## config.mk

```make
export PLATFORM = sky130hd
export DESIGN_NAME = ps2_rx_fifo_flat
export DESIGN_NICKNAME = d
export VERILOG_FILES = /design/src/rtl/ps2_rx_fifo_if.sv /design/src/rtl/ps2_rx_fifo.sv /design/src/flat_wrapper.sv
export SDC_FILE = /design/constraint.sdc
export NUM_CORES = 1
export LEC_CHECK = 0
export BUFFER_PORTS_ARGS = -buffer_cell sky130_fd_sc_hd__buf_2
export CAP_MARGIN = 5
export CORE_MARGIN = 1
export CORE_UTILIZATION = 48
export DETAILED_ROUTE_END_ITERATION = 6
export HOLD_SLACK_MARGIN = 0.12
export PLACE_DENSITY = 0.63
export SYNTH_ARGS = -nofsm -noshare
export SYNTH_HDL_FRONTEND = slang
export SYNTH_SLANG_ARGS = --single-unit
```

## constraint.sdc

```tcl
create_clock -name sys_clk -period 4.1 [get_ports sys_clk]
set_input_delay 0.82 -clock sys_clk [delete_from_list [all_inputs] [get_ports sys_clk]]
set_output_delay 0.82 -clock sys_clk [all_outputs]
set_load 0.02 [all_outputs]
```

## src/rtl/ps2_rx_fifo_if.sv

```systemverilog
// rtl/ps2_rx_fifo_if.sv - read-side and status bundle of the PS/2 receive FIFO
interface ps2_rx_fifo_if #(
    parameter int FIFO_AW = 4
);
    logic             rd_en;
    logic [7:0]       rd_data;
    logic             rd_ext;
    logic             rd_brk;
    logic             empty;
    logic             full;
    logic [FIFO_AW:0] count;
    logic             parity_error;
    logic             frame_error;
    logic             overflow;
    logic             clr_ovf;

    // Receiver side: answers pops and reports status.
    modport slave (
        input  rd_en, clr_ovf,
        output rd_data, rd_ext, rd_brk, empty, full, count,
               parity_error, frame_error, overflow
    );

    // Consumer side: drains codes and acknowledges overflow.
    modport master (
        output rd_en, clr_ovf,
        input  rd_data, rd_ext, rd_brk, empty, full, count,
               parity_error, frame_error, overflow
    );
endinterface

```

## src/rtl/ps2_rx_fifo.sv

```systemverilog
// rtl/ps2_rx_fifo.sv - PS/2 keyboard receiver with glitch filter, watchdog, prefix decode and FWFT FIFO
module ps2_rx_fifo #(
    parameter int FILTER_LEN     = 8,
    parameter int TIMEOUT_CYCLES = 50000,
    parameter int FIFO_AW        = 4,
    parameter int DECODE         = 1
) (
    input  logic          sys_clk,
    input  logic          reset,
    input  logic          ps2_clk,
    input  logic          ps2_data,
    ps2_rx_fifo_if.slave  rd_if
);
    localparam int DEPTH = 1 << FIFO_AW;
    localparam int FCW   = (FILTER_LEN > 2) ? $clog2(FILTER_LEN) : 1;
    localparam int WDW   = (TIMEOUT_CYCLES > 2) ? $clog2(TIMEOUT_CYCLES) : 1;
    localparam logic [FCW-1:0]     FILT_LAST = FCW'(FILTER_LEN - 1);
    localparam logic [WDW-1:0]     WD_LAST   = WDW'(TIMEOUT_CYCLES - 1);
    localparam logic [FIFO_AW:0]   CNT_FULL  = (FIFO_AW + 1)'(DEPTH);

    typedef enum logic [1:0] {
        S_IDLE  = 2'd0,
        S_RECV  = 2'd1,
        S_CHECK = 2'd2
    } state_t;

    logic               r_clk_s1, r_clk_s2, r_dat_s1, r_dat_s2;
    logic               r_clk_f, r_clk_fd;
    logic [FCW-1:0]     r_flt_cnt;
    state_t             r_state;
    state_t             w_state_nxt;
    logic [3:0]         r_bit_cnt;
    logic [9:0]         r_shift;
    logic [WDW-1:0]     r_wdog;
    logic               r_ext_pend, r_brk_pend;
    logic               r_parity_error, r_frame_error, r_overflow;
    logic [9:0]         r_mem [DEPTH];
    logic [FIFO_AW-1:0] r_wr_ptr, r_rd_ptr;
    logic [FIFO_AW:0]   r_count;

    logic               w_fall, w_data;
    logic               w_timeout, w_in_check, w_par_bad, w_stop_bad, w_good;
    logic               w_is_prefix, w_push, w_pop, w_do_push, w_ovf_event;
    logic               w_empty, w_full;
    logic [9:0]         w_head;

    // Two-flop synchronisers; idle bus level is high.
    always_ff @(posedge sys_clk or negedge reset) begin
        if (!reset) begin
            r_clk_s1 <= 1'b1;
            r_clk_s2 <= 1'b1;
            r_dat_s1 <= 1'b1;
            r_dat_s2 <= 1'b1;
        end else begin
            r_clk_s1 <= ps2_clk;
            r_clk_s2 <= r_clk_s1;
            r_dat_s1 <= ps2_data;
            r_dat_s2 <= r_dat_s1;
        end
    end

    // Filtered clock follows the synchronised clock only after FILTER_LEN differing samples in a row.
    always_ff @(posedge sys_clk or negedge reset) begin
        if (!reset) begin
            r_clk_f   <= 1'b1;
            r_clk_fd  <= 1'b1;
            r_flt_cnt <= '0;
        end else begin
            r_clk_fd <= r_clk_f;
            if (r_clk_s2 != r_clk_f) begin
                if (r_flt_cnt == FILT_LAST) begin
                    r_clk_f   <= r_clk_s2;
                    r_flt_cnt <= '0;
                end else begin
                    r_flt_cnt <= r_flt_cnt + FCW'(1);
                end
            end else begin
                r_flt_cnt <= '0;
            end
        end
    end

    assign w_fall = r_clk_fd & ~r_clk_f;
    assign w_data = r_dat_s2;

    // State register.
    always_ff @(posedge sys_clk or negedge reset) begin
        if (!reset) r_state <= S_IDLE;
        else        r_state <= w_state_nxt;
    end

    // Next state plus frame verdicts and decode decisions.
    always_comb begin
        w_state_nxt = r_state;
        w_timeout   = 1'b0;
        w_in_check  = 1'b0;
        case (r_state)
            S_IDLE: begin
                if (w_fall && !w_data) w_state_nxt = S_RECV;
            end
            S_RECV: begin
                if (w_fall) begin
                    if (r_bit_cnt == 4'd9) w_state_nxt = S_CHECK;
                end else if (r_wdog == WD_LAST) begin
                    w_timeout   = 1'b1;
                    w_state_nxt = S_IDLE;
                end
            end
            S_CHECK: begin
                w_in_check  = 1'b1;
                w_state_nxt = S_IDLE;
            end
            default: w_state_nxt = S_IDLE;
        endcase
        // Odd parity: data bits plus parity bit must XOR to 1; parity beats stop bit.
        w_par_bad   = w_in_check & ~(^r_shift[8:0]);
        w_stop_bad  = w_in_check & (^r_shift[8:0]) & ~r_shift[9];
        w_good      = w_in_check & (^r_shift[8:0]) & r_shift[9];
        w_is_prefix = (DECODE != 0) && ((r_shift[7:0] == 8'hE0) || (r_shift[7:0] == 8'hF0));
        w_push      = w_good & ~w_is_prefix;
    end

    // Bit counter, LSB-first shifter and inactivity watchdog.
    always_ff @(posedge sys_clk or negedge reset) begin
        if (!reset) begin
            r_bit_cnt <= '0;
            r_shift   <= '0;
            r_wdog    <= '0;
        end else if (r_state == S_IDLE) begin
            if (w_fall && !w_data) begin
                r_bit_cnt <= '0;
                r_wdog    <= '0;
            end
        end else if (r_state == S_RECV) begin
            if (w_fall) begin
                r_shift   <= {w_data, r_shift[9:1]};
                r_bit_cnt <= r_bit_cnt + 4'd1;
                r_wdog    <= '0;
            end else begin
                r_wdog <= r_wdog + WDW'(1);
            end
        end
    end

    // Prefix flags: set by E0/F0, cleared by a pushed code or any aborted/bad frame.
    always_ff @(posedge sys_clk or negedge reset) begin
        if (!reset) begin
            r_ext_pend <= 1'b0;
            r_brk_pend <= 1'b0;
        end else if (w_timeout || w_par_bad || w_stop_bad || w_push) begin
            r_ext_pend <= 1'b0;
            r_brk_pend <= 1'b0;
        end else if (w_good && w_is_prefix) begin
            if (r_shift[7:0] == 8'hE0) r_ext_pend <= 1'b1;
            else                       r_brk_pend <= 1'b1;
        end
    end

    // Registered one-cycle error strobes.
    always_ff @(posedge sys_clk or negedge reset) begin
        if (!reset) begin
            r_parity_error <= 1'b0;
            r_frame_error  <= 1'b0;
        end else begin
            r_parity_error <= w_par_bad;
            r_frame_error  <= w_stop_bad | w_timeout;
        end
    end

    assign w_empty     = (r_count == '0);
    assign w_full      = (r_count == CNT_FULL);
    assign w_pop       = rd_if.rd_en & ~w_empty;
    assign w_do_push   = w_push & (~w_full | w_pop);
    assign w_ovf_event = w_push & w_full & ~w_pop;

    // Storage needs no reset: the head is masked while the FIFO is empty.
    always_ff @(posedge sys_clk) begin
        if (w_do_push) r_mem[r_wr_ptr] <= {r_ext_pend, r_brk_pend, r_shift[7:0]};
    end

    // Pointers wrap naturally at the power-of-two depth; count tracks occupancy.
    always_ff @(posedge sys_clk or negedge reset) begin
        if (!reset) begin
            r_wr_ptr <= '0;
            r_rd_ptr <= '0;
            r_count  <= '0;
        end else begin
            if (w_do_push) r_wr_ptr <= r_wr_ptr + FIFO_AW'(1);
            if (w_pop)     r_rd_ptr <= r_rd_ptr + FIFO_AW'(1);
            if (w_do_push && !w_pop)      r_count <= r_count + (FIFO_AW + 1)'(1);
            else if (w_pop && !w_do_push) r_count <= r_count - (FIFO_AW + 1)'(1);
        end
    end

    // Sticky overflow; a new drop outranks a simultaneous clear.
    always_ff @(posedge sys_clk or negedge reset) begin
        if (!reset)              r_overflow <= 1'b0;
        else if (w_ovf_event)    r_overflow <= 1'b1;
        else if (rd_if.clr_ovf)  r_overflow <= 1'b0;
    end

    assign w_head             = r_mem[r_rd_ptr];
    assign rd_if.rd_data      = w_empty ? 8'h00 : w_head[7:0];
    assign rd_if.rd_ext       = w_empty ? 1'b0  : w_head[9];
    assign rd_if.rd_brk       = w_empty ? 1'b0  : w_head[8];
    assign rd_if.empty        = w_empty;
    assign rd_if.full         = w_full;
    assign rd_if.count        = r_count;
    assign rd_if.parity_error = r_parity_error;
    assign rd_if.frame_error  = r_frame_error;
    assign rd_if.overflow     = r_overflow;
endmodule
```

## src/flat_wrapper.sv

```systemverilog
// flat-port wrapper written by rule: the top's interface ports become plain ports
module ps2_rx_fifo_flat 
#(
    parameter int FILTER_LEN     = 8,
    parameter int TIMEOUT_CYCLES = 50000,
    parameter int FIFO_AW        = 4,
    parameter int DECODE         = 1
)
  (sys_clk, reset, ps2_clk, ps2_data, rd_if_rd_en, rd_if_clr_ovf, rd_if_rd_data, rd_if_rd_ext, rd_if_rd_brk, rd_if_empty, rd_if_full, rd_if_count, rd_if_parity_error, rd_if_frame_error, rd_if_overflow);
  ps2_rx_fifo_if #(.FIFO_AW(FIFO_AW)) rd_if_i ();
  input  logic sys_clk;
  input  logic reset;
  input  logic ps2_clk;
  input  logic ps2_data;
  input wire logic [$bits(rd_if_i.rd_en)-1:0] rd_if_rd_en;
  input wire logic [$bits(rd_if_i.clr_ovf)-1:0] rd_if_clr_ovf;
  output wire logic [$bits(rd_if_i.rd_data)-1:0] rd_if_rd_data;
  output wire logic [$bits(rd_if_i.rd_ext)-1:0] rd_if_rd_ext;
  output wire logic [$bits(rd_if_i.rd_brk)-1:0] rd_if_rd_brk;
  output wire logic [$bits(rd_if_i.empty)-1:0] rd_if_empty;
  output wire logic [$bits(rd_if_i.full)-1:0] rd_if_full;
  output wire logic [$bits(rd_if_i.count)-1:0] rd_if_count;
  output wire logic [$bits(rd_if_i.parity_error)-1:0] rd_if_parity_error;
  output wire logic [$bits(rd_if_i.frame_error)-1:0] rd_if_frame_error;
  output wire logic [$bits(rd_if_i.overflow)-1:0] rd_if_overflow;
  assign rd_if_i.rd_en = rd_if_rd_en;
  assign rd_if_i.clr_ovf = rd_if_clr_ovf;
  assign rd_if_rd_data = rd_if_i.rd_data;
  assign rd_if_rd_ext = rd_if_i.rd_ext;
  assign rd_if_rd_brk = rd_if_i.rd_brk;
  assign rd_if_empty = rd_if_i.empty;
  assign rd_if_full = rd_if_i.full;
  assign rd_if_count = rd_if_i.count;
  assign rd_if_parity_error = rd_if_i.parity_error;
  assign rd_if_frame_error = rd_if_i.frame_error;
  assign rd_if_overflow = rd_if_i.overflow;
  ps2_rx_fifo #(.FILTER_LEN(FILTER_LEN), .TIMEOUT_CYCLES(TIMEOUT_CYCLES), .FIFO_AW(FIFO_AW), .DECODE(DECODE)) u_core (.sys_clk(sys_clk), .reset(reset), .ps2_clk(ps2_clk), .ps2_data(ps2_data), .rd_if(rd_if_i));
endmodule
```

==> results.yml, run 1 <==
global_routing:
  antenna_found_initial: 0
  grt_use_total: 0.201
  grt_overflow: 0
  grt_max_degree: 45
  grt_pass1_vias: 5011
  grt_pass1_wl_um: 29100
routing:
  dr.first_iter.drc_count: 360
  final_antenna_net_count: 0
  first_pass_iters: 5
  vias_per_cell: 5.97
  totalWireLength_um: 18800
  wl_per_cell_um: 22.5
  drc: 0
  vias: 4991
worst_setup_path:
  worstPathArrival_ps: 4070
  cp_top_family: "adder cells"
  cpPeakStageDelay_ps: 680
  crit_cells: 13
  end_kind: "flop"
  critPathBufInv: 2
  worstSetupStartpointType: "flop"
  crit_type: "flop to flop"
  cpMostUsedCell: "ha_1"
  r2r.worst_path.cells: 13
  crit_slowest_cell: "dfrtp_1"
  crit_chain: "inv_1 -> ha_1 -> xnor2_1 -> xnor2_2 -> and4_4 -> ha_1 -> inv_1 -> ha_1 -> nor2b_1 -> o21a_1 -> or3_1 -> a21oi_1 -> xnor2_1"
  worstPathRequired_ps: 4530
  worstPathMaxFanout: 21
synth:
  synth_most_common_cell: "edfxtp_1"
  synth_area_leaders: "edfxtp_1, dfrtp_1, mux4_2"
  synthTopCellsByCount: "edfxtp_1, dfrtp_1, mux4_2"
  synth_flop_cell: "edfxtp_1"
  syn_area_per_cell_um2: 16.5
  async_flop_share: 0.269
  synth-seq-cells: 219
  yosysSeqAreaShare: 0.693
  synth_edf_count: 160
  synth_top_area_cell: "edfxtp_1"
  syn_nets: 577
  yosysUniqueCellTypes: 54
  yosysWarnings: 0
  synthesis.area_um2: 9070
  netlist_instances: 551
  synth_top_area_frac: 0.530
final_layout:
  fin_nets: 616
  multiInputGateArea_um2: 2610
  stdcell_count: 836
  regArea_um2: 6290
  synthToLayoutAreaGrowth_pct: 12.4
  drive_above_1_share: 0.216
  fillCellCount: 1450
  diodes: 0
sta:
  period_needed_ps: 3640
  whs_ps: 231
  worst_pin_slew_ps: 1120
  hold_viol: 0
  setup_tns_ps: 0
  setup_violations: 0
  slew_viol_final: 0
  max_slew_margin: 0.249
  rsz0062_at_grt: "false"
  finClkSkew_ps: 10.6
  clock.fmax_mhz: 275
  finalCritPeriodShare: 0.888
  fin_ws_ps: 459
clock_network:
  post_cts_buffers: 0
  cts_resized: 0
  cts-root-buf: "clkbuf_16"
  htree_levels: 1
  clock_path_buffers: 3
  clock_sinks: 219
  cts-buffers-inserted: 23
  clk_latency_ps: 500
  path_clk_slew_ps: 60
  tritoncts: "yes"
  hold_buffers: 0
floorplanning:
  core_um2: 18300
  io-pin-count: 26
  row_count: 49
  fp.dieH_um: 139
  die_area_um2: 19500
  initial_core_util: 0.497
  die_w_um: 139
job:
  maxCapViolCount: 0
power:
  power_w: 0.00586
  p_leak_nw: 3.70
  ir_drop_uv: 382
  power.density_nw_per_um2: 575
placed_design:
  dp_hpwl_um: 11800
  place_congestion: 0.784
  io_buffer_count: 25
  pre_cts_ws_ps: 515
  dp.cells: 794
outcome:
  status: "finished clean"
min_path:
  hp-class: "input pin to asynchronous set/reset pin"
-- flip-flops by register name, indices dropped and copies added, names as in the netlist --
name / cells
u_core.r_mem: 160
u_core.r_wdog: 16
u_core.r_shift: 10
u_core.rd_if.count: 5
u_core.r_bit_cnt: 4
u_core.r_rd_ptr: 4
u_core.r_wr_ptr: 4
u_core.r_flt_cnt: 3
u_core.r_state: 2
u_core.r_brk_pend: 1
u_core.r_clk_f: 1
u_core.r_clk_fd: 1
u_core.r_clk_s1: 1
u_core.r_clk_s2: 1
u_core.r_dat_s1: 1
u_core.r_dat_s2: 1
u_core.r_ext_pend: 1
u_core.rd_if.frame_error: 1
u_core.rd_if.overflow: 1
u_core.rd_if.parity_error: 1
-- stage by stage --
step	utilization	area [µm²]
after floorplan	-	9070
after global placement	0.519	9490
after detailed placement	0.519	9490
after CTS	0.558	10200
after global routing	0.558	10200
final	0.558	10200
-- metal layers --
metal	vias to the layer above	GRT usage	wire, µm
li1	2237	-	-
met1	2587	0.297	8650
met2	134	0.313	8830
met3	33	0.0272	934
met4	0	0.0614	427
met5	-	0	0
-- report_power, final --
group / switching (W) / internal, W
clock network: 0.000805 / 0.00114
registers: 0.000181 / 0.00247
logic: 0.000754 / 0.000515
-- cells by family (layout without fill, tap and decap cells) --
family                   Yosys count  after routing  share of synthesized area
flip-flops                       219            219                      0.693
AND/OR/NAND/NOR                  114            114                     0.0681
AO/OA/AOI/OAI                     93             93                     0.0632
multiplexers                      48             48                      0.109
buffers and inverters             41             97                     0.0193
adder cells (fa/ha/maj)           20             20                     0.0284
XOR/XNOR                          16             16                     0.0186
-- area by class of cell --
type,count,area share
Clock buffer,34,0.0625
Timing Repair Buffer,39,0.0238
Inverter,16,0.00589
Tap cell,229,0.0281
Sequential cell,219,0.617
Multi-Input combinational cell,291,0.256
Clock inverter,8,0.00663
-- worst register-to-register path, delay by kind of cell (launching register included) --
family	cells	cell delay [ps]
buf+inv	2	230
simple gates	3	840
xor+xnor	3	560
flops	1	680
fa+ha+maj	3	910
compound gates	2	350
-- layout by cell type, fill, tap and decap left out, types with 4 or more instances in the layout --
cell       instances
xnor2_1           10
and2_1             5
inv_1             16
dfstp_2            6
nor2_1            17
nand4_1            6
nand2_1           30
mux4_2            40
edfxtp_1         160
a21oi_1           20
mux2_2             7
dfrtp_1           51
buf_2             25
nor2b_1            7
o21ai_0           31
buf_4             13
a22oi_1           20
clkbuf_16         23
and3_1            18
nand3_1            8
ha_1              19
clkbuf_1           9
a31oi_1            4
-- worst paths after layout --
kind	start	to	slack [ps]
hold / removal	reset	u_core.rd_if.count[3]	230
min in group sys_clk	u_core.r_dat_s1	u_core.r_dat_s2	350
hold reg to reg	u_core.r_dat_s1	u_core.r_dat_s2	350
max in group asynchronous	reset	u_core.r_shift[6]	2970
setup / recovery	u_core.r_shift[1]	u_core.rd_if.count[4]	460
setup reg to reg	u_core.r_shift[1]	u_core.rd_if.count[4]	460
Power figures use the tool's default switching activity.
==> inputs of run 2 (changes only) <==
Settings changed: CELL_PAD_IN_SITES_DETAIL_PLACEMENT from default to 1, CELL_PAD_IN_SITES_GLOBAL_PLACEMENT from default to 1, PLACE_DENSITY 0.63 to 0.74.
Clock period 4.1 ns to 2.9 ns, I/O delays scaled along.
==> results.yml, run 2 (synthesis gave the netlist of run 1 again) <==
worst_setup_path:
  r2r.worst_path.cells: 12
  crit_chain: "buf_12 -> buf_4 -> mux4_2 -> a22oi_2 -> a21oi_1 -> buf_2"
  cpPeakStageDelay_ps: 520
  regToRegEndpoint: "u_core.rd_if.count[4]"
  crit_path_end: "rd_if_rd_data[5]"
  crit_cells: 6
  worstPathMaxFanout: 13
  r2r_slack_ps: -10
  crit_type: "flop to output pin"
  worstPathRequired_ps: 2320
  worstSetupStartpointType: "flop"
  reg2reg_from: "u_core.r_shift[7]"
  startpoint: "u_core.r_rd_ptr[0]"
  critPathBufInv: 3
  end_kind: "output pin"
  crit_slowest_cell: "mux4_2"
  cp_top_family: "multiplexers"
  worstPathArrival_ps: 2350
floorplanning:
  io-pin-count: 26
  die_area_um2: 19500
  initial_core_util: 0.497
  core_um2: 18300
  fp.dieH_um: 139
  die_w_um: 139
  row_count: 49
clock_network:
  clock_path_buffers: 3
  cts-buffers-inserted: 22
  clock_sinks: 219
  cts-root-buf: "clkbuf_16"
  path_clk_slew_ps: 70
  clk_latency_ps: 520
  hold_buffers: 0
  htree_levels: 1
  tritoncts: "yes"
global_routing:
  grt_pass1_vias: 5692
  grt_overflow: 0
  grt_use_total: 0.221
  grt_max_degree: 44
  antenna_found_initial: 0
  grt_pass1_wl_um: 32300
routing:
  first_pass_iters: 4
  wl_per_cell_um: 23.9
  vias_per_cell: 5.96
  dr.first_iter.drc_count: 246
  final_antenna_net_count: 0
  totalWireLength_um: 20900
  vias: 5196
  drc: 0
sta:
  slew_viol_final: 0
  rsz0062_at_grt: "true"
  worst_pin_slew_ps: 800
  clock.fmax_mhz: 342
  hold_viol: 0
  setup_tns_ps: -38.2
  max_slew_margin: 0.467
  period_needed_ps: 2930
  fin_ws_ps: -27.7
  setup_violations: 2
  finClkSkew_ps: 31.0
  finalCritPeriodShare: 1.01
job:
  maxCapViolCount: 0
power:
  power_w: 0.00913
  p_leak_nw: 3.99
  power.density_nw_per_um2: 843
  ir_drop_uv: 442
final_layout:
  drive_above_1_share: 0.314
  regMostFlops: "u_core.r_mem"
  reg.largest.list: "u_core.r_mem (160), u_core.r_wdog (16), u_core.r_shift (10)"
  layout_common_cells: "edfxtp_1, dfrtp_1, buf_4"
  synthToLayoutAreaGrowth_pct: 19.4
  fin_nets: 654
  mostFrequentLayoutCell: "edfxtp_1"
  diodes: 0
  largest_reg_flops: 160
  fin_util: 0.593
outcome:
  violations: "setup timing"
  status: "complete, but fails checks"
min_path:
  hp-class: "input pin to asynchronous set/reset pin"
placed_design:
  dp_hpwl_um: 13400
  place_congestion: 0.762
  io_buffer_count: 25
==> run 2: final cells by class <==
cell class | count | area (µm²)
fillers | 1672 | 7440
flip-flops and latches | 219 | 6300
multi-input cells | 291 | 2750
repair buffers | 78 | 613
clock buffers | 25 | 562
well taps | 229 | 287
clock inverters | 14 | 258
inverters | 16 | 62.6
==> run 2: how the worst min path moves through the flow <==
stage,startpoint,end,slack [ps],cells after the start
6_report,reset,u_core.r_shift[7],160,1
5_1_grt,ps2_data,u_core.r_dat_s1,160,1
4_1_cts,reset,u_core.r_shift[7],170,1
3_5_place_dp,u_core.r_clk_s1,u_core.r_clk_s2,350,0
3_3_place_gp,u_core.r_dat_s1,u_core.r_dat_s2,350,0
2_1_floorplan,reset,u_core.r_bit_cnt[0],280,0
==> run 2: what timing repair did <==
item	in CTS	in global routing
pin swaps	2	6
setup buffers	4	5
setup endpoints to repair	8	11
gates resized for setup	8	14
gates cloned	0	2
==> run 2: worst reg2reg max path, stage by stage (launching register included) <==
cell,delay (ps)
dfrtp_2,420
ha_4,270
xnor3_1,340
xnor2_2,210
and4_4,260
ha_4,170
inv_4,50
ha_4,220
nor2b_4,120
o21a_1,180
or3_1,320
a21oi_2,150
xnor2_1,120
==> run 2: stage by stage <==
stage / hold slack [ps] / worst slack, ps / cell area, µm² / std cells
floorplan: 284 / -134 / 9120 / 551
global placement: 346 / 9.54 / 9770 / 822
detailed placement: 350 / -59.4 / 9770 / 822
CTS: 166 / -25.5 / 10700 / 865
global route: 158 / -107 / 10800 / 872
finish: 156 / -27.7 / 10800 / 872
==> run 2: report_power, final <==
part / switching, W / internal, W / total (W)
logic: 0.00126 / 0.00102 / 0.00229
registers: 0.000176 / 0.00349 / 0.00366
clock network: 0.00117 / 0.00202 / 0.00319
total: 0.00260 / 0.00653 / 0.00913
==> run 2: layer usage <==
metal / vias up / GRT usage / part of all wire
met5: - / 0 / 0
li1: 2312 / - / -
met3: 31 / 0.0358 / 0.039
met2: 129 / 0.417 / 0.56
met4: 0 / 0.0573 / 0.019
met1: 2724 / 0.262 / 0.38
==> inputs of run 3 (changes only) <==
Clock period 2.9 ns to 2.6 ns, I/O delays scaled along.
==> results.yml, run 3 (synthesis gave the netlist of run 1 again) <==
outcome:
  status: "complete, but fails checks"
  violations: "setup timing"
sta:
  setup_violations: 12
  clock.fmax_mhz: 337
  setup_tns_ps: -2930
  finalCritPeriodShare: 1.14
  hold_viol: 0
  max_slew_margin: 0.550
  rsz0062_at_grt: "true"
  finClkSkew_ps: 25.6
  worst_pin_slew_ps: 670
  slew_viol_final: 0
  whs_ps: 200
  period_needed_ps: 2970
  fin_ws_ps: -368
min_path:
  whs_path_depth: 2
  min_to: "u_core.rd_if.overflow"
  hold_start: "rd_if_clr_ovf"
  hp-class: "input pin to flop"
worst_setup_path:
  cp_top_family: "simple AND/OR/NAND/NOR gates"
  regToRegEndpoint: "u_core.rd_if.count[4]"
  crit_chain: "buf_4 -> ha_1 -> o2111ai_2 -> and2_0 -> and4_4 -> ha_4 -> inv_4 -> ha_4 -> nor2b_1 -> o21a_1 -> or3_4 -> a21oi_2 -> xnor2_1"
  crit_type: "flop to flop"
  cpMostUsedCell: "ha_4"
  r2r_slack_ps: -370
  worstPathRequired_ps: 3030
  r2r.worst_path.cells: 13
  end_kind: "flop"
  crit_slowest_cell: "dfrtp_2"
  reg2reg_from: "u_core.r_shift[4]"
  worstPathArrival_ps: 3400
  cpPeakStageDelay_ps: 430
  worstSetupStartpointType: "flop"
  critPathBufInv: 2
  worstPathMaxFanout: 18
floorplanning:
  fp.dieH_um: 139
  initial_core_util: 0.497
  row_count: 49
  die_area_um2: 19500
  io-pin-count: 26
  core_um2: 18300
  die_w_um: 139
global_routing:
  grt_use_total: 0.233
  grt_max_degree: 44
  grt_pass1_wl_um: 34000
  grt_overflow: 0
  grt_pass1_vias: 5783
  antenna_found_initial: 0
final_layout:
  fin_util: 0.621
  fillCellCount: 1646
  largest_reg_flops: 160
  regArea_um2: 6300
  regMostFlops: "u_core.r_mem"
  layout_common_cells: "edfxtp_1, dfrtp_1, buf_4"
  stdcell_count: 901
  synthToLayoutAreaGrowth_pct: 25.0
  fin_nets: 681
  reg.largest.list: "u_core.r_mem (160), u_core.r_wdog (16), u_core.r_shift (10)"
  multiInputGateArea_um2: 2830
  drive_above_1_share: 0.366
  mostFrequentLayoutCell: "edfxtp_1"
  diodes: 0
power:
  ir_drop_uv: 577
  power.density_nw_per_um2: 898
  power_w: 0.0102
  p_leak_nw: 4.25
placed_design:
  io_buffer_count: 25
  dp.cells: 832
  dp_hpwl_um: 13300
  place_congestion: 0.780
routing:
  vias_per_cell: 5.93
  wl_per_cell_um: 25.0
  totalWireLength_um: 22600
  vias: 5346
  drc: 0
  dr.first_iter.drc_count: 297
  first_pass_iters: 4
  final_antenna_net_count: 0
clock_network:
  cts-buffers-inserted: 23
  tritoncts: "yes"
  clock_sinks: 219
  clk_latency_ps: 510
  path_clk_slew_ps: 60
  cts-root-buf: "clkbuf_16"
  htree_levels: 1
  clock_path_buffers: 3
job:
  maxCapViolCount: 0
-- run 3: stage by stage --
step	setup slack [ps]	area (µm²)
final	-368	11300
after CTS	-266	11100
after global routing	-468	11300
after detailed placement	-319	10100
after global placement	-242	10100
after floorplan	-434	9120
-- run 3: routing by layer --
metal  global-route usage  share of wire  vias up
li1                     -              -     2359
met1                0.288           0.40     2823
met2                0.430           0.54      129
met3               0.0310          0.035       35
met4               0.0602          0.024        0
met5                    0              0        -
-- run 3: where the power goes --
part / switching (W) / internal, W
logic: 0.00158 / 0.00138
clock network: 0.00132 / 0.00184
registers: 0.000173 / 0.00389
total: 0.00307 / 0.00712
-- run 3: worst register-to-register path: stages (launching register included) --
cell	delay [ps]
dfrtp_2	430
buf_4	200
ha_1	230
o2111ai_2	220
and2_0	160
and4_4	250
ha_4	160
inv_4	50
ha_4	210
nor2b_1	130
o21a_1	200
or3_4	360
a21oi_2	160
xnor2_1	130
-- run 3: worst max path at each step --
stage | from | end | slack [ps] | cells past startpoint
CTS | u_core.r_shift[7] | u_core.rd_if.count[4] | -270 | 12
finish | u_core.r_shift[4] | u_core.rd_if.count[4] | -370 | 13
global route | u_core.r_shift[4] | u_core.rd_if.count[4] | -470 | 13
global placement | u_core.rd_if.count[1] | u_core.rd_if.count[4] | -240 | 11
floorplan | u_core.r_shift[4] | u_core.rd_if.count[4] | -430 | 14
detailed placement | u_core.r_shift[4] | u_core.rd_if.count[3] | -320 | 13
-- run 3: layout make-up --
| cell class | count | area share |
|---|---|---|
| timing repair buffer | 104 | 0.100 |
| multi-input combinational | 291 | 0.250 |
| sequential | 219 | 0.555 |
| clock buffer | 31 | 0.0570 |
| clock inverter | 11 | 0.00728 |
| tap | 229 | 0.0253 |
| inverter | 16 | 0.00552 |
-- run 3: what timing repair did --
action / CTS / global route
pin swaps: 15 / 14
hold endpoints to repair: 19 / 0
gates cloned: 2 / 3
gates resized for setup: 41 / 34
hold buffers: 3 / 0
buffers inserted: 10 / 13
setup endpoints to repair: 14 / 14
